### config.mk
export PLATFORM = sky130hd
export DESIGN_NAME = four_way_switch_sequencer
export DESIGN_NICKNAME = d
export VERILOG_FILES = /design/src/rtl/four_way_switch_sequencer.sv
export SDC_FILE = /design/constraint.sdc
export NUM_CORES = 1
export LEC_CHECK = 0
export CORE_AREA = 2 2 99 101
export CTS_BUF_LIST = sky130_fd_sc_hd__clkbuf_4
export CTS_CLUSTER_SIZE = 28
export DETAILED_ROUTE_END_ITERATION = 10
export DIE_AREA = 0 0 101 103
export GPL_ROUTABILITY_DRIVEN = 0
export GPL_TIMING_DRIVEN = 0
export PLACE_DENSITY_LB_ADDON = 0.08
export SETUP_SLACK_MARGIN = 0.2
export SYNTH_ARGS = -nofsm -noshare
export SYNTH_HDL_FRONTEND = slang
export SYNTH_SLANG_ARGS = --single-unit
### constraint.sdc
create_clock -name clock -period 2.5 [get_ports clock]
set_input_delay 0.5 -clock clock [delete_from_list [all_inputs] [get_ports clock]]
set_output_delay 0.5 -clock clock [all_outputs]
set_load 0.02 [all_outputs]
### src/rtl/four_way_switch_sequencer.sv
// four_way_switch_sequencer
//
// Schedule controller for a one-input, four-output link switch. A table of
// (output port, packet count) entries is loaded while idle. On run, the
// sequencer steps through the table. It routes exactly the programmed number
// of packets to each port. One dead cycle (GAP) separates entries, so the
// switch setting never changes while the switch is enabled.
//
// Ports:
//   clock            sole clock
//   reset            asynchronous, active-low reset (also clears the table)
//   config_write     table write strobe, honoured only while idle
//   config_address   table entry to write
//   config_port      output port for the entry
//   config_count     packets for the entry; 0 marks end of schedule
//   run              level: start the schedule, or keep it running
//   loop             at end of schedule: 1 wraps to entry 0, 0 halts
//   observed_req     req of the switch input link
//   observed_ack     ack of the switch input link
//   enable           switch enable (registered)
//   setting          switch setting (registered)
//   busy             high whenever not idle
//   done             one-cycle pulse at normal end of schedule
//   entry_index      current table entry
module four_way_switch_sequencer #(
  parameter int DEPTH       = 8,
  parameter int COUNT_WIDTH = 8
) (
  input  logic                     clock,
  input  logic                     reset,
  input  logic                     config_write,
  input  logic [$clog2(DEPTH)-1:0] config_address,
  input  logic [1:0]               config_port,
  input  logic [COUNT_WIDTH-1:0]   config_count,
  input  logic                     run,
  input  logic                     loop,
  input  logic                     observed_req,
  input  logic                     observed_ack,
  output logic                     enable,
  output logic [1:0]               setting,
  output logic                     busy,
  output logic                     done,
  output logic [$clog2(DEPTH)-1:0] entry_index
);

  localparam int IW = $clog2(DEPTH);

  typedef enum logic [1:0] {
    S_IDLE  = 2'd0,
    S_GAP   = 2'd1,
    S_ROUTE = 2'd2
  } state_t;

  state_t r_state, w_state_next;

  logic [1:0]             r_port  [DEPTH];
  logic [COUNT_WIDTH-1:0] r_count [DEPTH];

  logic [IW-1:0]          r_index,   w_index_next;
  logic [COUNT_WIDTH-1:0] r_counter, w_counter_next;
  logic                   r_enable,  w_enable_next;
  logic [1:0]             r_setting, w_setting_next;
  logic                   r_done,    w_done_next;

  logic                   w_xfer;
  logic                   w_cfg_we;
  logic [IW-1:0]          w_index_plus1;
  logic [COUNT_WIDTH-1:0] w_counter_plus1;
  logic                   w_last_entry;

  assign w_xfer          = observed_req && observed_ack;
  assign w_cfg_we        = config_write && (r_state == S_IDLE);
  assign w_index_plus1   = r_index + 1'b1;
  assign w_counter_plus1 = r_counter + 1'b1;
  // The index+1 lookup wraps at DEPTH-1, but the first term masks that case.
  assign w_last_entry    = (r_index == IW'(DEPTH - 1)) ||
                           (r_count[w_index_plus1] == '0);

  // Schedule table. It is cleared by reset, so it is held in flops, not RAM.
  always_ff @(posedge clock or negedge reset) begin
    if (!reset) begin
      for (int i = 0; i < DEPTH; i++) begin
        r_port[i]  <= 2'd0;
        r_count[i] <= '0;
      end
    end else if (w_cfg_we) begin
      r_port[config_address]  <= config_port;
      r_count[config_address] <= config_count;
    end
  end

  always_ff @(posedge clock or negedge reset) begin
    if (!reset) begin
      r_state   <= S_IDLE;
      r_index   <= '0;
      r_counter <= '0;
      r_enable  <= 1'b0;
      r_setting <= 2'd0;
      r_done    <= 1'b0;
    end else begin
      r_state   <= w_state_next;
      r_index   <= w_index_next;
      r_counter <= w_counter_next;
      r_enable  <= w_enable_next;
      r_setting <= w_setting_next;
      r_done    <= w_done_next;
    end
  end

  // The setting is loaded on the edge that enters GAP. It is therefore already
  // valid during the dead cycle, and it is stable before enable rises.
  always_comb begin
    w_state_next   = r_state;
    w_index_next   = r_index;
    w_counter_next = r_counter;
    w_setting_next = r_setting;
    w_done_next    = 1'b0;
    case (r_state)
      S_IDLE: begin
        // A write in the same cycle as run defers the start by one cycle.
        if (run && !config_write) begin
          if (r_count[0] != '0) begin
            w_state_next   = S_GAP;
            w_index_next   = '0;
            w_counter_next = '0;
            w_setting_next = r_port[0];
          end else begin
            w_done_next = 1'b1;
          end
        end
      end
      S_GAP: begin
        w_state_next   = S_ROUTE;
        w_counter_next = '0;
      end
      S_ROUTE: begin
        if (w_xfer) begin
          if (w_counter_plus1 == r_count[r_index]) begin
            w_counter_next = '0;
            if (!w_last_entry) begin
              w_state_next   = S_GAP;
              w_index_next   = w_index_plus1;
              w_setting_next = r_port[w_index_plus1];
            end else if (loop) begin
              w_state_next   = S_GAP;
              w_index_next   = '0;
              w_setting_next = r_port[0];
            end else begin
              w_state_next = S_IDLE;
              w_index_next = '0;
              w_done_next  = 1'b1;
            end
          end else begin
            w_counter_next = w_counter_plus1;
          end
        end else if (!run) begin
          // A transfer takes precedence over abort. The abort is re-evaluated
          // on the next cycle.
          w_state_next   = S_IDLE;
          w_index_next   = '0;
          w_counter_next = '0;
        end
      end
      default: begin
        w_state_next = S_IDLE;
      end
    endcase
  end

  assign w_enable_next = (w_state_next == S_ROUTE);

  assign enable      = r_enable;
  assign setting     = r_setting;
  assign busy        = (r_state != S_IDLE);
  assign done        = r_done;
  assign entry_index = r_index;

endmodule

==> impl_metrics.json, run 1 <==
{
  "worst_hold_path_type": "input port to asynchronous set/reset pin",
  "via_per_inst": 5.897,
  "fin_skew_ns": 0.01659,
  "drive_gt1_share_pct": 39.73,
  "worstReg2RegStart": "entry_index[0]",
  "cts.path.max_buffers": 2,
  "dp.cells": 513,
  "die_h_um": 103,
  "finalHoldViolations": 0,
  "endpoint_kind": "flip-flop",
  "clock_latency_ns": 0.45,
  "die-area_sq_mm": 0.01040,
  "setup_viol": 15,
  "irDropWorstVdd_v": 0.0005429,
  "seqCellArea_sq_mm": 0.002432,
  "cts-root-buf": "clkbuf_4",
  "postRouteAntennaNets": 0,
  "async_reset_ff_share_pct": 100.0,
  "ys_top_cells_by_count": "dfrtp_1, mux2_2, mux2i_1",
  "synth.avg_cell_area_sq_um": 13.27,
  "synth_edf_count": 0,
  "synth_top_area_share_pct": 49.29,
  "slew_violations": 0,
  "preCtsSetupSlack_ns": -0.5360,
  "cts_tree": "built",
  "power_density_mw_per_mm2": 1023,
  "violations": "setup timing",
  "grt_use_total_pct": 24.51,
  "synthDistinctLibCells": 45,
  "antenna_found_initial": 0,
  "cp_data_arrival_time_ns": 3.08,
  "start_kind": "flip-flop",
  "dpl_cell_area_sq_mm": 0.005383,
  "wl_mm": 11.68,
  "cap_violations": 0,
  "synth_ff_type": "dfrtp_1",
  "overflow": 0,
  "final_area_sq_mm": 0.005933,
  "path_class": "flip-flop to flip-flop",
  "rows": 36,
  "clock_sinks": 97,
  "cts_inserted_buffers": 9,
  "drt_pass1_iterations": 5,
  "fill_cells": 741,
  "yosys-top-cells-area": "dfrtp_1, mux2_2, mux4_2",
  "yosys_warnings": 0,
  "wire_per_inst_um": 21.16,
  "p_leak_uw": 0.002435,
  "antenna_cells": 0,
  "seq_area_frac_synth_pct": 49.29,
  "instances_no_fill": 552,
  "first_iter_violations": 185,
  "synth_cells": 371,
  "cts_max_level": 3,
  "clk_pin_slew_worst_paths_ns": 0.15,
  "startpoint": "entry_index[0]",
  "synth_area_sq_mm": 0.004925,
  "grt_pass1_wl_mm": 18.80,
  "grt_max_degree": 73,
  "cp_data_required_time_ns": 2.85,
  "initial_utilization_pct": 52.06,
  "ys_ff_latch": 97,
  "max_slew.worst_pin.slew_ns": 0.6076,
  "min_period_ns": 2.729,
  "worst_slack_ns": -0.2294,
  "syn_to_final_growth_pct": 20.48,
  "num_io_pins": 28,
  "synth_nets": 394,
  "period_share_pct": 109.2,
  "fmax_ghz": 0.3664,
  "rsz0062_at_grt": "yes",
  "hold_slack_ns": 0.4850,
  "vias": 3255,
  "chipWidth_um": 101,
  "drc": 0,
  "outcome": "finished, violations left",
  "grt_pass1_vias": 3349,
  "layout.nets": 456,
  "coreArea_sq_mm": 0.009459,
  "multi_input_area_sq_mm": 0.002525,
  "yosysMostFrequentCell": "dfrtp_1",
  "portBuffers": 27,
  "yosysTopAreaCell": "dfrtp_1",
  "postLayoutCoreUtil_pct": 62.72,
  "max_slew_margin_pct": 59.22,
  "path_max_fanout": 5,
  "dp_hpwl_mm": 8.261
}
[registers in the layout (all words and copies together), names as in the netlist]
| signal | count |
|---|---|
| enable | 1 |
| r_counter | 8 |
| entry_index | 3 |
| r_count | 64 |
| setting | 2 |
| r_port | 16 |
| done | 1 |
| r_state | 2 |
[per-layer routing]
metal	wire, um	track usage, %
met5	0	0
met4	127	6.861
met3	396	3.864
met2	5730	39.28
met1	5426	35.09
[logic make-up (layout without fill, tap and decap cells)]
| logic type | after synthesis | count (layout) | synth area share (%) |
|---|---|---|---|
| mux | 127 | 127 | 31.81 |
| flops | 97 | 97 | 49.29 |
| simple gates | 82 | 82 | 8.359 |
| compound gates | 36 | 36 | 5.742 |
| buf+inv | 16 | 83 | 1.982 |
| xor+xnor | 10 | 10 | 2.058 |
| fa+ha+maj | 3 | 3 | 0.7623 |
[metrics by stage]
step	total power [uW]	TNS (ns)
global route	6426	-3.718
floorplan	4117	-0.6467
finish	6067	-2.436
CTS	5998	-2.310
global placement	4708	-267.49
detailed placement	4799	-6.063
[cells in the final DEF (no fill, tap or decap), types with 3 or more instances in the layout]
cell             count
o21ai_1              9
or4_1                5
a21o_1               3
dfrtp_1             93
nor4_1               7
clkbuf_4             9
and3_1               3
buf_12               3
o21ai_0              5
nor3_1               4
dfrtp_2              4
buf_4               16
mux2_2              82
nand3_1             11
mux2i_1             21
clkdlybuf4s50_1     25
inv_1                5
nand2_1             24
mux4_2              14
mux2i_2              3
buf_6                9
xor2_1               4
mux2_4               5
nor2_1              14
[layout make-up]
| type | count | area share (%) |
|---|---|---|
| multi-input combinational | 258 | 42.56 |
| inverter | 5 | 0.3163 |
| buffer | 11 | 2.256 |
| sequential | 97 | 41.00 |
| clock inverter | 7 | 1.582 |
| tap | 114 | 2.404 |
| timing repair buffer | 51 | 8.752 |
| clock buffer | 9 | 1.139 |
[report_power, final]
group / switching (uW) / internal [uW] / total [uW]
Clock: 555 / 406 / 961
Combinational: 984 / 1330 / 2320
Sequential: 548 / 2240 / 2790
Total: 2090 / 3980 / 6070
[worst max-delay path, cell delays in order, from the launching register on]
cell       delay, ns
dfrtp_2         0.45
buf_8           0.15
buf_12          0.13
mux2i_2         0.16
mux4_2          0.50
xor2_2          0.17
a2111oi_4       0.31
buf_4           0.19
a21o_4          0.15
nand3_4         0.09
mux2_4          0.32
[repair_timing]
action | in CTS | in global routing
endpoints found under the setup margin | 18 | 38
hold buffers | 1 | 0
pin swaps | 11 | 6
resized for setup | 37 | 15
gates cloned | 1 | 0
buffers inserted | 13 | 8
hold endpoints to repair | 25 | 0
[final timing paths]
check / to / slack [ns] / cells past startpoint
max reg2reg: entry_index[2] / -0.23 / 10
min reg2reg: r_port[10] / 0.52 / 1
min: r_counter[5] / 0.48 / 2
max: entry_index[2] / -0.23 / 10
max in group asynchronous: r_count[10] / 1.36 / 3
min in group clock: r_port[10] / 0.52 / 1
(Power assumes the default switching activity.)
==> inputs of run 2 (changes only) <==
--- a/config.mk
+++ b/config.mk
@@ -5,15 +5,17 @@
 export SDC_FILE = /design/constraint.sdc
 export NUM_CORES = 1
 export LEC_CHECK = 0
-export CORE_AREA = 2 2 99 101
+export CORE_AREA = 2 2 103 105
 export CTS_BUF_LIST = sky130_fd_sc_hd__clkbuf_4
 export CTS_CLUSTER_SIZE = 28
 export DETAILED_ROUTE_END_ITERATION = 10
-export DIE_AREA = 0 0 101 103
+export DIE_AREA = 0 0 105 107
 export GPL_ROUTABILITY_DRIVEN = 0
 export GPL_TIMING_DRIVEN = 0
 export PLACE_DENSITY_LB_ADDON = 0.08
 export SETUP_SLACK_MARGIN = 0.2
+export SKIP_LAST_GASP = 1
+export SLEW_MARGIN = 20
 export SYNTH_ARGS = -nofsm -noshare
 export SYNTH_HDL_FRONTEND = slang
 export SYNTH_SLANG_ARGS = --single-unit
==> run 2 against run 1 <==
  * The run still ends with setup timing left
  * Clock power up 2.1%
  * Count of clock-buffer cells in the layout unchanged
  * Hold slack better by 0.033 ns
  * First-iteration DRC count up 4.3%
  * Largest power group unchanged
==> impl_metrics.json, run 2 (synthesis results as in run 1) <==
{
  "cts-root-buf": "clkbuf_4",
  "tns_ns": -2.639,
  "worst_slack_ns": -0.2714,
  "vias": 3312,
  "crit_path_max_incr_delay_ns": 0.50,
  "antenna_cells": 0,
  "drc": 0,
  "rows": 37,
  "fmax_ghz": 0.3608,
  "p_leak_uw": 0.002377,
  "outcome": "finished, violations left",
  "instances_no_fill": 569,
  "violations": "setup timing",
  "crit_slowest_cell": "mux4_2",
  "top_register": "r_count",
  "clk_pin_slew_worst_paths_ns": 0.16,
  "path_cells": "buf_8 > buf_12 > mux2i_1 > mux4_2 > xor2_2 > a2111oi_4 > nand2_2 > o21ai_4 > mux2_4",
  "cp_data_required_time_ns": 2.85,
  "first_iter_violations": 193,
  "postRouteAntennaNets": 0,
  "cts_max_level": 3,
  "cp_data_arrival_time_ns": 3.13,
  "final_area_sq_mm": 0.005879,
  "largest_reg_flops": 64,
  "fill_cells": 870,
  "power_density_mw_per_mm2": 1020,
  "chipWidth_um": 105,
  "grt_max_degree": 58,
  "irDropWorstVdd_v": 0.0005156,
  "portBuffers": 27,
  "cts_tree": "built",
  "path_max_fanout": 10,
  "rsz0062_at_grt": "yes",
  "finalHoldViolations": 0,
  "initial_utilization_pct": 48.80,
  "crit_buf_inv": 2,
  "r2r_cells": 9,
  "max_slew_margin_pct": 56.51,
  "setup_viol": 15,
  "antenna_found_initial": 0,
  "top_regs": "r_count x64, r_port x16, r_counter x8",
  "cts_inserted_buffers": 9,
  "grt_pass1_vias": 3408,
  "layout_common_cells": "dfrtp_1, mux2_2, clkdlybuf4s50_1",
  "path_class": "flip-flop to flip-flop",
  "dp.cells": 535,
  "start_kind": "flip-flop",
  "coreArea_sq_mm": 0.01009,
  "seqCellArea_sq_mm": 0.002432,
  "critPathTopFamily": "multiplexers",
  "via_per_inst": 5.821,
  "wire_per_inst_um": 20.49,
  "num_io_pins": 28,
  "drive_gt1_share_pct": 39.26,
  "slew_violations": 0,
  "die_h_um": 107,
  "clock_latency_ns": 0.45,
  "period_share_pct": 110.9,
  "endpoint_kind": "flip-flop",
  "dp_hpwl_mm": 8.394,
  "cap_violations": 0,
  "drt_pass1_iterations": 4,
  "cts.path.max_buffers": 2,
  "finalPower_uw": 5996,
  "grt_pass1_wl_mm": 19.20,
  "syn_to_final_growth_pct": 19.39,
  "min_period_ns": 2.771,
  "fin_skew_ns": 0.01277,
  "max_slew.worst_pin.slew_ns": 0.6481,
  "worst_hold_path_type": "input port to asynchronous set/reset pin",
  "grt_use_total_pct": 22.49,
  "multi_input_area_sq_mm": 0.002496,
  "overflow": 0,
  "cp.depth": 9,
  "wl_mm": 11.66,
  "dpl_cell_area_sq_mm": 0.005414,
  "die-area_sq_mm": 0.01124,
  "layout_commonest_cell": "dfrtp_1",
  "layout.nets": 451,
  "clock_sinks": 97
}
## run 2: changes by cell type in the layout (fill, tap and decap cells not counted), moves of 2 or more
cell,change
o21ai_1,-4
clkinvlp_4,+2
o21ai_2,+3
buf_4,-5
## run 2: final timing paths
path                       slack (ns)            to           start
setup reg to reg                -0.27    setting[1]  entry_index[0]
min in group clock               0.52     r_port[9]       r_port[9]
max in group asynchronous        1.38    r_count[2]           reset
setup / recovery                -0.27    setting[1]  entry_index[0]
hold reg to reg                  0.52     r_port[9]       r_port[9]
hold / removal                   0.52  r_counter[5]           reset
## run 2: cell type report
cell class	instances	area share, %
inverter	5	0.3192
sequential	97	41.37
buffer	11	2.149
multi-input combinational	258	42.46
clock inverter	7	1.702
clock buffer	9	1.149
tap	136	2.894
timing repair buffer	46	7.959
## run 2: repair_timing
| item | in CTS | in global routing |
|---|---|---|
| hold buffers | 1 | 0 |
| pin swaps | 10 | 4 |
| resized for setup | 32 | 11 |
| endpoints found under the setup margin | 17 | 38 |
| setup buffers | 13 | 4 |
| hold endpoints to repair | 40 | 0 |
| cloned | 0 | 0 |
## run 2: stage by stage
stage	hold WS, ns	setup WS [ns]	utilization, %
final	0.5179	-0.2714	58.26
after floorplan	0.2044	-0.1327	-
after detailed placement	0.4403	-0.5570	53.64
after global placement	0.4741	-3.127	53.36
after CTS	0.5119	-0.2803	57.74
after global routing	0.5355	-0.3469	58.26
## run 2: power by group
group	switching, uW	internal [uW]
clock	569	412
sequential	552	2240
combinational	948	1280
## run 2: per-layer routing
layer / global-route usage [%] / up-vias / wire length (um)
met5: 0 / - / 0
li1: - / 1503 / -
met2: 35.67 / 82 / 5563
met3: 4.316 / 12 / 543
met1: 31.67 / 1715 / 5389
met4: 6.571 / 0 / 161
==> inputs of run 3 (changes only) <==
--- a/config.mk
+++ b/config.mk
@@ -19,3 +19,4 @@
 export SYNTH_ARGS = -nofsm -noshare
 export SYNTH_HDL_FRONTEND = slang
 export SYNTH_SLANG_ARGS = --single-unit
+export TNS_END_PERCENT = 30
==> run 3 against run 2 <==
  * Routed wire length down 0.87%
  * The flow still finishes with violations (setup timing)
  * Largest cell class unchanged
  * Fmax down 0.91%
  * Clock skew grew 0.0072 ns
  * Critical endpoint is now setting[0]
  * Final cell count fell by 1.1%
==> impl_metrics.json, run 3 (synthesis results as in run 1) <==
{
  "instances_no_fill": 563,
  "finalPower_uw": 5993,
  "die_h_um": 107,
  "comb_power_share_pct": 36.4,
  "num_io_pins": 28,
  "fin_skew_ns": 0.01996,
  "path_class": "flip-flop to flip-flop",
  "fmax_ghz": 0.3576,
  "setup_viol": 17,
  "initial_utilization_pct": 48.80,
  "outcome": "finished, violations left",
  "drt_pass1_iterations": 4,
  "finalHoldViolations": 0,
  "seqCellArea_sq_mm": 0.002432,
  "portBuffers": 27,
  "die-area_sq_mm": 0.01124,
  "hold_slack_ns": 0.5088,
  "first_iter_violations": 127,
  "clk_pin_slew_worst_paths_ns": 0.15,
  "power_switching_uw": 1994,
  "final_area_sq_mm": 0.005824,
  "slew_violations": 0,
  "clkPwrFrac_pct": 17.2,
  "clock_latency_ns": 0.45,
  "dp.cells": 535,
  "cts_max_level": 3,
  "vias": 3220,
  "r2r_cells": 9,
  "max_slew.worst_pin.slew_ns": 0.6333,
  "start_kind": "flip-flop",
  "cp_data_required_time_ns": 2.84,
  "dp_hpwl_mm": 8.357,
  "irDropWorstVdd_v": 0.0005177,
  "r2r_slack_ns": -0.30,
  "rows": 37,
  "p_leak_uw": 0.002350,
  "syn_to_final_growth_pct": 18.27,
  "path_max_fanout": 10,
  "rr_endpoint": "setting[0]",
  "via_per_inst": 5.719,
  "antenna_cells": 0,
  "grt_use_total_pct": 22.23,
  "cts_inserted_buffers": 9,
  "cts.path.max_buffers": 2,
  "clock_sinks": 97,
  "wl_mm": 11.56,
  "coreArea_sq_mm": 0.01009,
  "worst_hold_path_type": "input port to asynchronous set/reset pin",
  "violations": "setup timing",
  "cts-root-buf": "clkbuf_4",
  "max_slew_margin_pct": 57.50,
  "drc": 0,
  "top_regs": "r_count x64, r_port x16, r_counter x8",
  "crit_buf_inv": 2,
  "cp_data_arrival_time_ns": 3.14,
  "grt_max_degree": 60,
  "min_period_ns": 2.797,
  "crit_path_max_incr_delay_ns": 0.53,
  "postRouteAntennaNets": 0,
  "path_cells": "buf_8 > buf_12 > mux2i_2 > mux4_2 > xor2_2 > a2111oi_4 > nand2_2 > o21ai_4 > mux2_4",
  "power_density_mw_per_mm2": 1029,
  "p_int_uw": 3999,
  "overflow": 0,
  "layout_common_cells": "dfrtp_1, mux2_2, clkdlybuf4s50_1",
  "crit_slowest_cell": "mux4_2",
  "worstReg2RegStart": "entry_index[0]",
  "layout_commonest_cell": "dfrtp_1",
  "grt_pass1_wl_mm": 18.67,
  "worst_slack_ns": -0.2967,
  "largest_reg_flops": 64,
  "grt_pass1_vias": 3255,
  "drive_gt1_share_pct": 37.00,
  "cts_tree": "built",
  "period_share_pct": 111.9,
  "multi_input_area_sq_mm": 0.002501,
  "seqPwrFrac_pct": 46.3,
  "critPathTopFamily": "multiplexers",
  "wire_per_inst_um": 20.53,
  "chipWidth_um": 105,
  "top_register": "r_count",
  "endpoint_kind": "flip-flop",
  "cap_violations": 0,
  "layout.nets": 445,
  "rsz0062_at_grt": "yes",
  "fill_cells": 886,
  "dpl_cell_area_sq_mm": 0.005413,
  "postLayoutCoreUtil_pct": 57.71,
  "swShare_pct": 33.27,
  "antenna_found_initial": 0
}
-- run 3: layout make-up --
type | instances | share of cell area [%]
well taps | 136 | 2.922
clock buffers | 10 | 1.289
repair buffers | 40 | 7.003
clock inverters | 6 | 1.826
inverters | 5 | 0.3222
plain buffers | 11 | 1.933
flip-flops and latches | 97 | 41.76
multi-input cells | 258 | 42.94
-- run 3: worst max path at each step --
stage | slack, ns | to | depth (start not counted) | from
floorplan | -0.13 | setting[0] | 9 | entry_index[0]
global placement | -3.08 | entry_index[1] | 1 | reset
detailed placement | -0.73 | setting[0] | 9 | entry_index[1]
CTS | -0.30 | setting[0] | 9 | entry_index[0]
global route | -0.36 | setting[0] | 9 | entry_index[0]
finish | -0.30 | setting[0] | 9 | entry_index[0]
-- run 3: what timing repair did --
action | in CTS | in global routing
hold endpoints to repair | 38 | 0
resized for setup | 17 | 15
endpoints found under the setup margin | 17 | 38
pin swaps | 3 | 3
buffers inserted | 9 | 2
hold buffers | 1 | 0
-- run 3: metal layers --
metal,global-route usage (%),routed length [um],share of wire [%],up-vias
li1,-,-,-,1496
met1,30.62,5321,46,1661
met5,0,0,0,-
met4,7.143,126,1.1,0
met3,4.620,477,4.1,12
met2,35.44,5630,49,51
-- run 3: through the flow --
stage               setup slack, ns  TNS [ns]
floorplan                   -0.1328   -0.6276
global placement             -3.083   -271.10
detailed placement          -0.7328    -7.263
CTS                         -0.3012    -2.299
global route                -0.3604    -3.599
finish                      -0.2967    -2.213
-- run 3: worst register-to-register path: stages, from the launching register on --
cell       delay [ns]
dfrtp_2          0.46
buf_8            0.15
buf_12           0.15
mux2i_2          0.18
mux4_2           0.53
xor2_2           0.18
a2111oi_4        0.38
nand2_2          0.14
o21ai_4          0.21
mux2_4           0.32
-- run 3: power by group through the flow --
stage	Sequential, uW	Combinational [uW]	Clock, uW
after detailed placement	2810	2000	0
after global placement	2780	1940	0
after CTS	2770	2150	1060
after floorplan	2630	1480	0
final	2780	2180	1030
after global routing	2880	2360	1140
==> variant, RTL diff (config.mk and constraints of run 1) <==
Change the parameter `COUNT_WIDTH` from 8 to 6.
--- a/src/rtl/four_way_switch_sequencer.sv
+++ b/src/rtl/four_way_switch_sequencer.sv
@@ -24,7 +24,7 @@
 //   entry_index      current table entry
 module four_way_switch_sequencer #(
   parameter int DEPTH       = 8,
-  parameter int COUNT_WIDTH = 8
+  parameter int COUNT_WIDTH = 6
 ) (
   input  logic                     clock,
   input  logic                     reset,
Ports: changed (resized config_count); port bits go from 28 to 26. The function was not compared with the original's and may differ.
==> variant against run 1 <==
  * Sequential cell count fell by 18
  * Critical path depth did not move
  * Synthesized area fell by 20%
  * Sequential power fell by 18%
  * Highest routed layer unchanged
  * Via count fell by 20%
  * Worst setup slack improved by 0.0057 ns
  * Routed wire length fell by 20%
  * Count of clock-buffer cells in the layout did not move
  * The run still ends with negative setup slack left
  * Power fell by 22%
  * Final area fell by 22%
  * Sequential share of layout area rose by 1.6 points
  * Non-clock buffer count fell by 22
  * First-iteration DRC count fell by 17%
==> variant: results (changes against run 1) <==
stage	metric	value	unit	change
yosys	Synth top cells by count	dfrtp_1, mux2_2, nand2_1		
finish	#MultiIn Comb	206		-20%
power	Sw Share	0.3484		+0.004473
global_routing	met3 Use GR	0.04203		+0.003390
finish	nonclk buf count	40		-35%
yosys	Adder-Cell Fraction of Synth Area	0.009563		+0.001941
power	Comb pwr share	0.339		-0.043
yosys	dominant cells by area after synthesis	dfrtp_1, mux2_2, mux4_2, nand2_1, mux2i_1		
outcome	failing checks	negative setup slack		
yosys	Netlist cell types	42		-6.7%
yosys	post-synthesis register bit count	79		-19%
yosys	Net Count, Synth	318		-19%
finish	Storage cell area	1981	um^2	-19%
sta	Worst Setup Slack, final	-0.2237	ns	+0.005730 ns
routing	drt first pass iters	4		-1
finish	non-clock inverter count	3		-2
finish	non-clock buffer share of cell area	0.07941		-0.03067
critical_path	delay-heaviest family, CP	compound AO/OA/AOI/OAI gates		
yosys	XOR/XNOR share of the synthesized area	0.01339		-0.007191
routing	met1 WL	4438	um	-18%
finish	final net count	360		-21%
finish	biggest regs	r_count: 48 flops, r_port: 16 flops, r_counter: 6 flops		
finish	share of post-route cells with drive strength above 1	0.3808		-0.01645
finish	Non-Filler Instances	458		-17%
global_routing	largest net degree at the start of global routing	42		-42%
place	HPWL Detailed	6770	um	-18%
outcome	status	finished, violations left		
yosys	mux cell area share after synthesis	0.3047		-0.01334
routing	post-DR wirelength/cell	20.33	um	-3.9%
global_routing	met2 Track Usage GR	0.3067		-0.08615
critical_path	CP max stage cell	dfrtp_2		
clock_network	Inserted Clock Buffers	9		unchanged
routing	metal2 WL	4455	um	-22%
clock_network	hold buffer count at cts	0		-1
yosys	Synth Area in Compound Gates	0.05961		+0.002192
yosys	post-synthesis sequential area ratio	0.5037		+0.01078
sta	Final Setup Violations	11		-4
sta	Fin Setup TNS	-1.305	ns	+1.131 ns
power	Max IR drop VDD	388.3	uV	-28%
critical_path	Crit Path Max Fanout	8		+3
power	clock power share	0.174		+0.016
critical_path	CP endpoint	setting[0]$_DFFE_PN0P_		
finish	area of the multi-input gates	1997	um^2	-21%
sta	worst clock skew	0.02387	ns	+0.007278 ns
routing	Vias	2602		-20%
routing	number of DRC markers in iteration 0	153		-17%
finish	Final clock-cell share	0.03176		+0.004559
place	Port Buffers	25		-7.4%
global_routing	met1 GRT Util	0.2760		-0.07486
sta	Least-Margin Pin Slew	0.7076	ns	+0.09995 ns
global_routing	GRT Resource Usage Total	0.1952		-0.04985
[variant: changes by cell type after synthesis, sizes merged, moves of 5 or more]
cell,change
o21ai,-7
or4,-5
buf,-5
nand3,-6
dfrtp,-18
mux2i,-19
mux2,-19
[variant: per-stage QoR]
stage | utilization | hold slack, ns | area, um^2 | worst slack (ns) | total power [mW]
after floorplan | - | 0.2044 | 3951 | -0.05091 | 3.276
after global placement | 0.4593 | 0.4772 | 4344 | -2.306 | 3.779
after detailed placement | 0.4611 | 0.4858 | 4362 | -0.5322 | 3.821
after CTS | 0.4865 | 0.03637 | 4602 | -0.1922 | 4.694
after global routing | 0.4914 | 0.04645 | 4648 | -0.3091 | 5.008
final | 0.4914 | 0.02687 | 4648 | -0.2237 | 4.707
[variant: what timing repair did]
item,CTS,global route
gates resized for setup,16,10
hold endpoints to repair,0,0
pin swaps,3,1
setup endpoints to repair,32,25
buffers inserted,4,1
